## src/rtl/regs_port_ctrl_if.sv

```systemverilog
// Host request/response handshakes and register-file port of regs_port_ctrl.
// The slave modport is the controller's view; the master modport is the host/register-file side.
interface regs_port_ctrl_if #(
   parameter int n = 8
);
   logic         req_valid;
   logic         req_ready;
   logic         req_write;
   logic         req_addr;
   logic [n-1:0] req_wdata;
   logic         rsp_valid;
   logic         rsp_ready;
   logic [n-1:0] rsp_data;
   logic         rsp_err;
   logic         rf_w;
   logic [n-1:0] rf_wdata;
   logic         rf_addr;
   logic [n-1:0] rf_rdata;

   modport slave (
      input  req_valid, req_write, req_addr, req_wdata, rsp_ready, rf_rdata,
      output req_ready, rsp_valid, rsp_data, rsp_err, rf_w, rf_wdata, rf_addr
   );

   modport master (
      output req_valid, req_write, req_addr, req_wdata, rsp_ready, rf_rdata,
      input  req_ready, rsp_valid, rsp_data, rsp_err, rf_w, rf_wdata, rf_addr
   );
endinterface

```

## src/rtl/regs_port_ctrl.sv

```systemverilog
// Request-driven initiator for the two-entry picoMIPS register file (registered read port).
// Define REGS_VERIFY_EN to read back every write and flag a mismatch on rsp_err.
module regs_port_ctrl #(
   parameter int n = 8
) (
   input  logic            clk,
   input  logic            n_reset,
   regs_port_ctrl_if.slave bus
);
   typedef enum logic [2:0] {
      IDLE  = 3'd0,
      ISSUE = 3'd1,
      VREAD = 3'd2,
      CAPT  = 3'd3,
      RESP  = 3'd4
   } state_e;

   state_e       state_q, state_d;
   logic         req_ready_q, req_ready_d;
   logic         rsp_valid_q, rsp_valid_d;
   logic [n-1:0] rsp_data_q, rsp_data_d;
   logic         rf_w_q, rf_w_d;
   logic [n-1:0] rf_wdata_q, rf_wdata_d;
   logic         rf_addr_q, rf_addr_d;
   logic         write_q, write_d;
`ifdef REGS_VERIFY_EN
   logic         rsp_err_q, rsp_err_d;
`endif

   // Next-state and registered-output decode
   always_comb begin
      state_d    = state_q;
      rsp_data_d = rsp_data_q;
      rf_w_d     = 1'b0;
      rf_wdata_d = rf_wdata_q;
      rf_addr_d  = rf_addr_q;
      write_d    = write_q;
`ifdef REGS_VERIFY_EN
      rsp_err_d  = rsp_err_q;
`endif
      case (state_q)
         IDLE: begin
            // Port values are loaded at acceptance so they are already driven during ISSUE
            if (bus.req_valid && req_ready_q) begin
               state_d    = ISSUE;
               write_d    = bus.req_write;
               rf_w_d     = bus.req_write;
               rf_addr_d  = bus.req_addr;
               rf_wdata_d = bus.req_wdata;
            end else begin
               state_d = IDLE;
            end
         end
         ISSUE: begin
            if (write_q) begin
`ifdef REGS_VERIFY_EN
               state_d = VREAD;
`else
               state_d    = RESP;
               rsp_data_d = rf_wdata_q;
`endif
            end else begin
               state_d = CAPT;
            end
         end
         VREAD: state_d = CAPT;
         CAPT: begin
            state_d    = RESP;
            rsp_data_d = bus.rf_rdata;
`ifdef REGS_VERIFY_EN
            rsp_err_d  = write_q && (bus.rf_rdata != rf_wdata_q);
`endif
         end
         RESP: begin
            if (bus.rsp_ready) begin
               state_d = IDLE;
            end else begin
               state_d = RESP;
            end
         end
         default: state_d = IDLE;
      endcase
      req_ready_d = (state_d == IDLE);
      rsp_valid_d = (state_d == RESP);
   end

   // State and output registers with synchronous active-low reset
   always_ff @(posedge clk) begin
      if (!n_reset) begin
         state_q     <= IDLE;
         req_ready_q <= 1'b0;
         rsp_valid_q <= 1'b0;
         rsp_data_q  <= {n{1'b0}};
         rf_w_q      <= 1'b0;
         rf_wdata_q  <= {n{1'b0}};
         rf_addr_q   <= 1'b0;
         write_q     <= 1'b0;
`ifdef REGS_VERIFY_EN
         rsp_err_q   <= 1'b0;
`endif
      end else begin
         state_q     <= state_d;
         req_ready_q <= req_ready_d;
         rsp_valid_q <= rsp_valid_d;
         rsp_data_q  <= rsp_data_d;
         rf_w_q      <= rf_w_d;
         rf_wdata_q  <= rf_wdata_d;
         rf_addr_q   <= rf_addr_d;
         write_q     <= write_d;
`ifdef REGS_VERIFY_EN
         rsp_err_q   <= rsp_err_d;
`endif
      end
   end

   assign bus.req_ready = req_ready_q;
   assign bus.rsp_valid = rsp_valid_q;
   assign bus.rsp_data  = rsp_data_q;
   assign bus.rf_w      = rf_w_q;
   assign bus.rf_wdata  = rf_wdata_q;
   assign bus.rf_addr   = rf_addr_q;
`ifdef REGS_VERIFY_EN
   assign bus.rsp_err   = rsp_err_q;
`else
   assign bus.rsp_err   = 1'b0;
`endif
endmodule

```

## src/flat_wrapper.sv

```systemverilog
// flat-port wrapper written by rule: the top's interface ports become plain ports
module regs_port_ctrl_flat 
#(
   parameter int n = 8
)
  (clk, n_reset, bus_req_valid, bus_req_write, bus_req_addr, bus_req_wdata, bus_rsp_ready, bus_rf_rdata, bus_req_ready, bus_rsp_valid, bus_rsp_data, bus_rsp_err, bus_rf_w, bus_rf_wdata, bus_rf_addr);
  regs_port_ctrl_if #(.n(n)) bus_i ();
  input  logic clk;
  input  logic n_reset;
  input wire logic [$bits(bus_i.req_valid)-1:0] bus_req_valid;
  input wire logic [$bits(bus_i.req_write)-1:0] bus_req_write;
  input wire logic [$bits(bus_i.req_addr)-1:0] bus_req_addr;
  input wire logic [$bits(bus_i.req_wdata)-1:0] bus_req_wdata;
  input wire logic [$bits(bus_i.rsp_ready)-1:0] bus_rsp_ready;
  input wire logic [$bits(bus_i.rf_rdata)-1:0] bus_rf_rdata;
  output wire logic [$bits(bus_i.req_ready)-1:0] bus_req_ready;
  output wire logic [$bits(bus_i.rsp_valid)-1:0] bus_rsp_valid;
  output wire logic [$bits(bus_i.rsp_data)-1:0] bus_rsp_data;
  output wire logic [$bits(bus_i.rsp_err)-1:0] bus_rsp_err;
  output wire logic [$bits(bus_i.rf_w)-1:0] bus_rf_w;
  output wire logic [$bits(bus_i.rf_wdata)-1:0] bus_rf_wdata;
  output wire logic [$bits(bus_i.rf_addr)-1:0] bus_rf_addr;
  assign bus_i.req_valid = bus_req_valid;
  assign bus_i.req_write = bus_req_write;
  assign bus_i.req_addr = bus_req_addr;
  assign bus_i.req_wdata = bus_req_wdata;
  assign bus_i.rsp_ready = bus_rsp_ready;
  assign bus_i.rf_rdata = bus_rf_rdata;
  assign bus_req_ready = bus_i.req_ready;
  assign bus_rsp_valid = bus_i.rsp_valid;
  assign bus_rsp_data = bus_i.rsp_data;
  assign bus_rsp_err = bus_i.rsp_err;
  assign bus_rf_w = bus_i.rf_w;
  assign bus_rf_wdata = bus_i.rf_wdata;
  assign bus_rf_addr = bus_i.rf_addr;
  regs_port_ctrl #(.n(n)) u_core (.clk(clk), .n_reset(n_reset), .bus(bus_i));
endmodule
```

## config.mk

```make
export PLATFORM = sky130hd
export DESIGN_NAME = regs_port_ctrl_flat
export DESIGN_NICKNAME = d
export VERILOG_FILES = /design/src/rtl/regs_port_ctrl_if.sv /design/src/rtl/regs_port_ctrl.sv /design/src/flat_wrapper.sv
export SDC_FILE = /design/constraint.sdc
export NUM_CORES = 1
export LEC_CHECK = 0
export CORE_MARGIN = 2
export CORE_UTILIZATION = 41
export DETAILED_ROUTE_END_ITERATION = 8
export GPL_TIMING_DRIVEN = 1
export PLACE_DENSITY = 0.78
export SETUP_SLACK_MARGIN = 0.3
export SLEW_MARGIN = 5
export SYNTH_ARGS = -nofsm -noshare
export SYNTH_HDL_FRONTEND = slang
export SYNTH_SLANG_ARGS = --single-unit
```

## constraint.sdc

```tcl
create_clock -name clk -period 1.3 [get_ports clk]
set_input_delay 0.26 -clock clk [delete_from_list [all_inputs] [get_ports clk]]
set_output_delay 0.26 -clock clk [all_outputs]
set_load 0.05 [all_outputs]
```

Word level (Yosys, flattened, before mapping)
Cells that the tools add are included.
{"block": "op_classes", "n_eq_ne": 6, "reduce_logical": 7, "n_mux": 6}
{"op": "8-bit one-hot mux with 2 select lines", "count": 1}
{"op": "3-bit one-hot mux with 5 select lines", "count": 1}
{"op": "8-bit two-way mux", "count": 1}
{"op": "3-bit by 2-bit equality test with 1-bit output (second input constant)", "count": 2}
{"op": "3-bit equality test (second input constant)", "count": 2}
{"op": "3-bit zero test", "count": 2}
{"op": "3-bit two-way mux", "count": 2}
{"op": "2-bit AND reduction", "count": 2}
{"op": "3-bit by 1-bit equality test with 1-bit output (second input constant)", "count": 1}
{"op": "3-bit AND reduction", "count": 1}
{"op": "2-bit by 1-bit inequality test with 1-bit output (second input constant)", "count": 1}
{"op": "2-bit nonzero test", "count": 1}
{"op": "1-bit logical AND", "count": 1}
{"op": "1-bit two-way mux", "count": 1}
{"block": "word_totals", "input_bits": 22, "output_inout_bits": 21, "regBits": 24}

Longest topological paths before layout
Gate-level depths: netlist of run 1.
{"block": "depth", "ltp_word": 4, "ltp_mapped": 4}

Worst setup path before layout of run 1
Ideal clock, no wire load.
{"block": "synth_path", "path_kind": "reg-to-reg", "from": "register u_core.req_ready_q, in the netlist u_core.bus.req_ready", "to": "register u_core.rf_addr_q, in the netlist u_core.bus.rf_addr", "period_less_slack_ps": 1495, "stages_incl_launch_ff": 5, "arrival_ps": 1423, "path_slack_ps": -195, "required_time_ps": 1228, "path_buffers": 1, "cell_sequence": "dfxtp_1 > and2_1 > nor4b_2 > buf_4 > mux2i_1"}
{"block": "synth_between", "elab_chain_len": 2}
{"item": "start: declaration", "line_no": "regs_port_ctrl.sv:19", "text": "logic req_ready_q, req_ready_d;"}
{"item": "start signal: assignment", "line_no": "regs_port_ctrl.sv:103", "text": "req_ready_q <= req_ready_d;"}
{"item": "1-bit logical AND", "line_no": "regs_port_ctrl.sv:44", "text": "if (bus.req_valid && req_ready_q) begin"}
{"item": "2-bit AND reduction (no line)"}
{"item": "end signal: assignment", "line_no": "regs_port_ctrl.sv:108", "text": "rf_addr_q <= rf_addr_d;"}
{"item": "end: declaration", "line_no": "regs_port_ctrl.sv:24", "text": "logic rf_addr_q, rf_addr_d;"}
Every way passes these cells.
A chain may end at the register's enable or synchronous reset.

Worst setup path after layout of run 1
{"block": "layout_path", "from": "register u_core.state_q[1]", "to": "register u_core.write_q"}
{"block": "layout_between", "elab_chain_len": 2}
{"item": "start: declaration", "line_no": "regs_port_ctrl.sv:18", "text": "state_e state_q, state_d;"}
{"item": "start signal: assignment", "line_no": "regs_port_ctrl.sv:102", "text": "state_q <= state_d;"}
{"item": "3-bit zero test", "line_no": "regs_port_ctrl.sv:41", "text": "case (state_q)"}
{"item": "2-bit AND reduction (no line)"}
{"item": "end signal: assignment", "line_no": "regs_port_ctrl.sv:109", "text": "write_q <= write_d;"}
{"item": "end: declaration", "line_no": "regs_port_ctrl.sv:25", "text": "logic write_q, write_d;"}
Every way passes these cells.

==> flow_summary.yaml, run 1 <==
status:
  run_status: "finished, violations left"
  violations_in_the_final_reports: "setup timing"
timing:
  setup_viol: 11
  share_of_the_clock_period_used_by_the_worst_path_pct: 107
  timing_max_transition_violations_final: 0
  rsz_0062_raised_after_global_routing: "true"
  peak_clock_frequency_supported_by_timing_ghz: 0.716
  finalSetupTns_ns: -0.707
  layout_min_cycle_time_ns: 1.40
  hold_viol: 0
  final.setup_skew_ns: 0.00753
  final_critical_path_setup_slack_ns: -0.0963
layout:
  post_route_cells_drive_above_1_share_pct: 45.5
  mostFrequentLayoutCells: "nand2_1, buf_12, clkdlybuf4s50_1"
  multiInputGateArea_um2: 524
  final_common_cell: "nand2_1"
  final_nets: 199
  fillCellCount: 113
  post_layout_nonfiller_instances: 204
  num_antenna_cells: 0
  ff_latch_area_um2: 526
  synthToLayoutAreaGrowth_pct: 98.5
hold_path:
  hold_path.startpoint: "bus_req_wdata[1]"
  hold_class: "in2reg"
synthesis:
  number_of_nets_in_the_synthesized_netlist: 137
  syn_area_um2: 997
  synthDominantCellAreaShare_pct: 48.2
  yosys_register_bits: 24
  synthDistinctLibCells: 23
  total_of_warnings_raised_by_yosys: 0
  yosysSeqAreaShare_pct: 48.2
  syn_avg_cell_area_um2: 8.67
  post_synth_main_area_contributors: "dfxtp_1, nand2_1, mux2i_1, a22o_1, o21ai_0"
  synth_cells: 115
  yosys.area.top_type: "dfxtp_1"
critical_path:
  worst_ep_arrival_time_ns: 1.66
  critPathRequiredTime_ns: 1.56
  critPathKind: "reg2reg"
  crit_path_capture_type: "flip-flop"
  worstPathMaxFanout: 6
  element_type_at_the_critical_path_start: "flip-flop"
  critical_path.startpoint: "u_core.state_q[1]"
  worst_r2r_startpoint: "u_core.state_q[1]"
pwr:
  power.ir.vdd_worst_mv: 1.32
  fin_total_pwr_mw: 3.06
  power_density_nw_per_um2: 1540
  power.static_leakage_nw: 0.787
floorplanning:
  floorplan.initialDensity_pct: 44.2
  die_w_um: 53.3
  die-area_um2: 2840
  rows: 17
  top_level_ports: 43
  die_y_um: 53.3
  core_um2: 2250
detailed_routing:
  drt-pass1-iter-count: 4
  vias_per_std_cell: 5.54
  drt_first_iter_violations: 38
  detail-route-antenna-nets: 0
  wl_um: 3710
  route.vias.total: 1131
  post-route-drc-count: 0
  route.detailed.wl_per_inst_um: 18.2
clock_tree:
  root_buffer_cell: "clkbuf_4"
  cts_max_level: 1
  cts.clk_slew.worst_paths_ns: 0.15
  insertion_delay_of_the_later_clocked_pin_in_the_worst_skew_pair_ns: 0.34
  clkSinkCount: 24
  cts.hold.buffers_added: 0
  tritoncts: "done"
  clockBufferDepth: 2
  cts_made_buffers: 3
place:
  globalplace.congestion: 0.729
  port_buffers: 41
  post-place-cells: 182
  hpwlAfterDp_um: 2090
global_route:
  grt_use_total_pct: 27.1
  grt_max_degree: 24
  grt.overflow.total: 0
  number_of_global_route_vias_before_repair: 1099
  antenna_found_initial: 0
  grt_first_pass_wirelength_um: 5370
run:
  timing.max_cap.violations: 0
[cell usage after synthesis]
cell type / instances
a21boi_1: 1
a21oi_1: 2
a22o_1: 8
and2_1: 1
and3_1: 1
buf_2: 2
buf_4: 2
clkbuf_1: 4
conb_1: 1
dfxtp_1: 24
inv_2: 1
mux2i_1: 10
nand2_1: 38
nand2b_1: 1
nor2_1: 2
nor3_1: 1
nor4b_1: 1
nor4b_2: 1
o21a_1: 2
o21ai_0: 9
o31a_1: 1
o31ai_1: 1
or4_1: 1
[where the power goes]
part           internal [mW]  switching (mW)  leakage (nW)
combinational          0.794           0.738         0.554
sequential             0.881           0.152         0.207
clock                  0.236           0.255        0.0261
[worst paths after layout]
check / to / slack, ns / cells after the start
max: u_core.write_q / -0.1 / 5
min: u_core.bus.rf_wdata[1] / 0.46 / 3
max reg2reg: u_core.write_q / -0.1 / 5
min reg2reg: u_core.bus.rf_wdata[0] / 0.51 / 2
[cell type report]
type                            count  share of cell area, %
Tap cell                           28                   1.77
Timing Repair Buffer               65                   42.5
Sequential cell                    24                   26.5
Inverter                            1                  0.316
Clock buffer                        4                   2.40
Multi-Input combinational cell     82                   26.5
[kinds of logic after synthesis]
group,count (synthesis),share of synthesized area (%)
buffers and inverters,9,4.39
other,1,0.376
AO/OA/AOI/OAI,24,16.4
AND/OR/NAND/NOR,47,20.6
multiplexers,10,10.0
flip-flops,24,48.2
[stage by stage]
stage	utilization (%)	cell area [um2]	worst slack, ns	hold slack, ns
6_report	87.8	1980	-0.0963	0.459
5_1_grt	87.8	1980	-0.127	0.463
4_1_cts	83.9	1890	-0.00859	0.469
3_5_place_dp	75.7	1710	-0.291	0.514
3_3_place_gp	75.7	1710	-0.212	0.484
2_1_floorplan	-	1040	0.0947	0.402
[worst max-delay path: stages (launching register included)]
cell	delay, ns
dfxtp_4	0.38
buf_12	0.13
nor4b_4	0.31
buf_4	0.18
buf_12	0.12
mux2i_2	0.20
[state kept, by name, summed over array words and instances, names as in the netlist]
name                  count
u_core.bus.rf_addr        1
u_core.state_q            3
u_core.bus.req_ready      1
u_core.bus.rf_wdata       8
u_core.bus.rsp_data       8
u_core.bus.rf_w           1
u_core.bus.rsp_valid      1
u_core.write_q            1
[layer usage]
| layer | vias up | GRT usage (%) | part of all wire (%) |
|---|---|---|---|
| li1 | 515 | - | - |
| met1 | 539 | 30.9 | 39 |
| met2 | 67 | 49.0 | 52 |
| met3 | 10 | 4.24 | 6.7 |
| met4 | 0 | 12.0 | 2.7 |
| met5 | - | 0 | 0 |
[repair_timing]
item | 4_1_cts | 5_1_grt
setup endpoints to repair | 42 | 44
setup buffers | 8 | 9
cloned | 1 | 0
gates resized for setup | 25 | 11
pin swaps | 3 | 2
Power figures use the tool's default switching activity.
==> run 2, diff against run 1 <==
Settings changed: CORE_UTILIZATION 41 to 43, CTS_BUF_LIST set to sky130_fd_sc_hd__clkbuf_8, PLACE_DENSITY 0.78 to 0.81.
==> flow_summary.yaml, run 2 (synthesized netlist as in run 1, its figures left out) <==
status:
  run_status: "finished, violations left"
  violations_in_the_final_reports: "setup timing"
detailed_routing:
  post-route-drc-count: 0
  route.vias.total: 1114
  drt-pass1-iter-count: 4
  drt_first_iter_violations: 46
  vias_per_std_cell: 5.68
  detail-route-antenna-nets: 0
  wl_um: 3690
  route.detailed.wl_per_inst_um: 18.8
floorplanning:
  top_level_ports: 43
  die-area_um2: 2720
  floorplan.initialDensity_pct: 45.1
  rows: 17
  die_w_um: 52.2
  die_y_um: 52.2
  core_um2: 2210
global_route:
  grt.overflow.total: 0
  grt_first_pass_wirelength_um: 5220
  grt_use_total_pct: 26.9
  antenna_found_initial: 0
  grt_max_degree: 25
  number_of_global_route_vias_before_repair: 1038
critical_path:
  cell_chain_critical_path: "buf_12, nor4b_4, buf_12, mux2i_1"
  worstPathMaxFanout: 11
  crit_path_capture_type: "flip-flop"
  element_type_at_the_critical_path_start: "flip-flop"
  critPathRequiredTime_ns: 1.48
  cpMaxStageDelayCell: "dfxtp_4"
  buffering_stage_count_on_the_worst_path_with_inverters_included: 2
  timing.critical_path.slowest_cell_delay_ns: 0.36
  critPathKind: "reg2reg"
  critical-path-top-cell-by-count: "buf_12"
  cpLargestDelayFamily: "flip-flops"
  worst_ep_arrival_time_ns: 1.52
layout:
  fillCellCount: 91
  final_common_cell: "nand2_1"
  post_layout_nonfiller_instances: 196
  finalInstanceArea_um2: 1940
  final_nets: 191
  mostFrequentLayoutCells: "nand2_1, buf_12, dfxtp_2"
  multiInputGateArea_um2: 541
  synthToLayoutAreaGrowth_pct: 94.7
  post_route_cells_drive_above_1_share_pct: 44.0
  postLayoutCoreUtil_pct: 87.8
  ff_latch_area_um2: 517
  num_antenna_cells: 0
clock_tree:
  insertion_delay_of_the_later_clocked_pin_in_the_worst_skew_pair_ns: 0.27
  cts.hold.buffers_added: 0
  cts_max_level: 1
  cts_made_buffers: 3
  cts.clk_slew.worst_paths_ns: 0.09
  root_buffer_cell: "clkbuf_8"
  tritoncts: "done"
  clkSinkCount: 24
  clockBufferDepth: 2
timing:
  timing_max_transition_violations_final: 0
  setup_viol: 3
  final.setup_skew_ns: 0.00129
  finalSetupTns_ns: -0.0595
  finalHoldWorstSlack_ns: 0.501
  final_critical_path_setup_slack_ns: -0.0363
  share_of_the_clock_period_used_by_the_worst_path_pct: 103
  hold_viol: 0
  peak_clock_frequency_supported_by_timing_ghz: 0.748
  layout_min_cycle_time_ns: 1.34
  rsz_0062_raised_after_global_routing: "true"
place:
  post-place-cells: 182
  hpwlAfterDp_um: 1940
  globalplace.congestion: 0.835
  placed_cell_area_um2: 1710
  preCtsSetupSlack_ns: -0.258
  port_buffers: 41
pwr:
  p_switching_mw: 1.15
  power.ir.vdd_worst_mv: 1.26
  fin_total_pwr_mw: 3.20
  cellInternalPower_mw: 2.05
  power.static_leakage_nw: 0.761
  power_density_nw_per_um2: 1650
  power_frac_seq_pct: 32.3
  clockPowerShare_pct: 20.8
  power.share.combinational_pct: 46.9
  switching_share_pct: 35.9
run:
  timing.max_cap.violations: 0
hold_path:
  hold_class: "reg2reg"
==> run 2: final cells by class <==
| class | instances | share of cell area [%] |
|---|---|---|
| Clock buffer | 3 | 2.13 |
| Clock inverter | 1 | 1.55 |
| Inverter | 1 | 0.322 |
| Multi-Input combinational cell | 82 | 27.8 |
| Sequential cell | 24 | 26.6 |
| Tap cell | 28 | 1.80 |
| Timing Repair Buffer | 57 | 39.8 |
==> run 2: worst paths after layout <==
check                    startpoint                     end  slack, ns  cells after the start
min          u_core.bus.rf_wdata[5]  u_core.bus.rf_wdata[5]       0.50                      2
max               u_core.state_q[1]  u_core.bus.rf_wdata[4]      -0.04                      4
max reg2reg       u_core.state_q[1]  u_core.bus.rf_wdata[4]      -0.04                      4
min reg2reg  u_core.bus.rf_wdata[5]  u_core.bus.rf_wdata[5]       0.50                      2
==> run 2: power by group through the flow <==
| stage | clock [mW] | sequential [mW] | combinational (mW) |
|---|---|---|---|
| global placement | 0 | 1.02 | 1.14 |
| CTS | 0.651 | 1.02 | 1.29 |
| detailed placement | 0 | 1.02 | 1.17 |
| floorplan | 0 | 1.23 | 0.409 |
| global route | 0.696 | 1.04 | 1.57 |
| finish | 0.664 | 1.03 | 1.50 |
==> run 2: tightest hold or removal path: cells and delay by family, from the launching register on <==
| kind | cells | cell delay (ns) |
|---|---|---|
| DFF | 1 | 0.35 |
| muxes | 1 | 0.06 |
| and+or+nand+nor | 1 | 0.06 |
==> run 2: timing repair <==
action | CTS | global route
gates resized for setup | 28 | 11
endpoints found under the setup margin | 42 | 44
pin swaps | 5 | 5
endpoints found under the hold margin | 0 | 0
setup buffers | 5 | 5
==> run 2: layer usage <==
layer,GRT usage [%],up-vias,part of all wire [%]
li1,-,501,-
met1,31.3,528,37
met2,49.4,69,53
met3,4.02,16,7.3
met4,9.83,0,3.4
met5,0,-,0
==> run 3, diff against run 2 <==
Settings changed: CORE_ASPECT_RATIO set to 0.75.
==> flow_summary.yaml, run 3 (synthesized netlist as in run 1, its figures left out) <==
status:
  run_status: "complete, no violations"
floorplanning:
  floorplan.initialDensity_pct: 44.3
  top_level_ports: 43
  die_y_um: 45.7
  die-area_um2: 2720
  die_w_um: 59.6
  rows: 15
  core_um2: 2250
timing:
  final.setup_skew_ns: 0.00212
  rsz_0062_raised_after_global_routing: "true"
  setup_viol: 0
  timing_max_transition_violations_final: 0
  hold_viol: 0
  final_critical_path_setup_slack_ns: 0.0220
  peak_clock_frequency_supported_by_timing_ghz: 0.782
  layout_min_cycle_time_ns: 1.28
  share_of_the_clock_period_used_by_the_worst_path_pct: 98.3
detailed_routing:
  post-route-drc-count: 0
  drt_first_iter_violations: 38
  drt-pass1-iter-count: 4
  route.vias.total: 1112
  vias_per_std_cell: 5.53
  detail-route-antenna-nets: 0
  route.detailed.wl_per_inst_um: 17.6
  wl_um: 3540
global_route:
  grt_max_degree: 23
  antenna_found_initial: 0
  grt.overflow.total: 0
  grt_use_total_pct: 27.4
  number_of_global_route_vias_before_repair: 1085
  grt_first_pass_wirelength_um: 5250
critical_path:
  critPathRequiredTime_ns: 1.50
  element_type_at_the_critical_path_start: "flip-flop"
  worst-r2r-setup-slack_ns: 0.02
  r2r-end: "u_core.bus.req_ready"
  worstPathMaxFanout: 3
  critPathKind: "reg2reg"
  cell_chain_critical_path: "and2_4, or4_4, a21boi_2"
  timing.critical_path.slowest_cell_delay_ns: 0.54
  r2r.worst_path.cells: 3
  worst_ep_arrival_time_ns: 1.48
  cpMaxStageDelayCell: "or4_4"
  crit_path_capture_type: "flip-flop"
  worst_r2r_startpoint: "u_core.bus.req_ready"
layout:
  postLayoutCoreUtil_pct: 87.6
  num_antenna_cells: 0
  mostFrequentLayoutCells: "nand2_1, buf_12, clkdlybuf4s50_1, buf_4, dfxtp_2"
  finalInstanceArea_um2: 1970
  final_nets: 199
  post_route_cells_drive_above_1_share_pct: 46.6
  final_common_cell: "nand2_1"
  synthToLayoutAreaGrowth_pct: 97.7
pwr:
  power.ir.vdd_worst_mv: 1.01
  power_density_nw_per_um2: 1580
  fin_total_pwr_mw: 3.12
  power.static_leakage_nw: 0.786
hold_path:
  timing.hold.worst_endpoint: "u_core.state_q[2]"
  hold_path.startpoint: "n_reset"
  cells_on_worst_hold_path: 2
  hold_class: "in2reg"
place:
  hpwlAfterDp_um: 2170
  globalplace.congestion: 0.795
  port_buffers: 41
  placed_cell_area_um2: 1700
  preCtsSetupSlack_ns: -0.307
clock_tree:
  clkSinkCount: 24
  tritoncts: "done"
  insertion_delay_of_the_later_clocked_pin_in_the_worst_skew_pair_ns: 0.27
  root_buffer_cell: "clkbuf_8"
  cts.clk_slew.worst_paths_ns: 0.08
  cts.hold.buffers_added: 0
  cts_made_buffers: 3
  clockBufferDepth: 2
  cts_max_level: 1
run:
  timing.max_cap.violations: 0
## run 3: cell count changes in the layout (fill, tap and decap cells not counted), moves of 2 or more
cell / delta
mux2i_2: -2
o21ai_0: -3
o21ai_2: +2
mux2i_1: +2
buf_4: +9
dfxtp_2: -2
## run 3: power by group
part / switching, mW / internal, mW
Sequential: 0.150 / 0.880
Clock: 0.235 / 0.271
Combinational: 0.771 / 0.816
Total: 1.16 / 1.97
## run 3: metal layers
layer / vias to the layer above / track usage (%) / share of wire, %
li1: 514 / - / -
met1: 543 / 31.3 / 40
met2: 51 / 44.8 / 53
met3: 4 / 10.2 / 5.5
met4: 0 / 14.7 / 0.71
met5: - / 0 / 0
## run 3: worst max-delay path by stage
stage / start / endpoint / slack (ns) / cells past startpoint
after floorplan: u_core.bus.req_ready / u_core.bus.rf_addr / 0.09 / 4
after global placement: bus_req_valid / u_core.write_q / -0.25 / 5
after detailed placement: n_reset / u_core.bus.rsp_data[7] / -0.31 / 4
after CTS: u_core.state_q[1] / u_core.bus.rf_wdata[5] / 0.04 / 4
after global routing: u_core.state_q[1] / u_core.bus.rf_wdata[4] / -0.03 / 4
final: u_core.bus.req_ready / u_core.bus.req_ready / 0.02 / 3
## run 3: cell type report
class	instances	area (um2)
multi-input cells	82	537
flip-flops and latches	24	518
inverters	1	6.26
fillers	111	280
repair buffers	65	825
clock buffers	4	55.1
well taps	25	31.3
## run 3: timing repair
action                     CTS  global route
pin swaps                    7             3
setup endpoints to repair   44            44
setup buffers               16             2
gates resized for setup     28            13
## run 3: critical path, delay by kind of cell (launching register included)
kind               cells  cell delay, ns
AOI/OAI and AO/OA      1            0.13
and+or+nand+nor        2            0.72
DFF                    1            0.36
## run 3: per-stage QoR
step	instances	hold slack, ns	setup TNS, ns
6_report	201	0.457	0
3_3_place_gp	179	0.482	-4.28
3_5_place_dp	179	0.504	-5.31
2_1_floorplan	115	0.402	0
4_1_cts	199	0.439	0
5_1_grt	201	0.448	-0.106
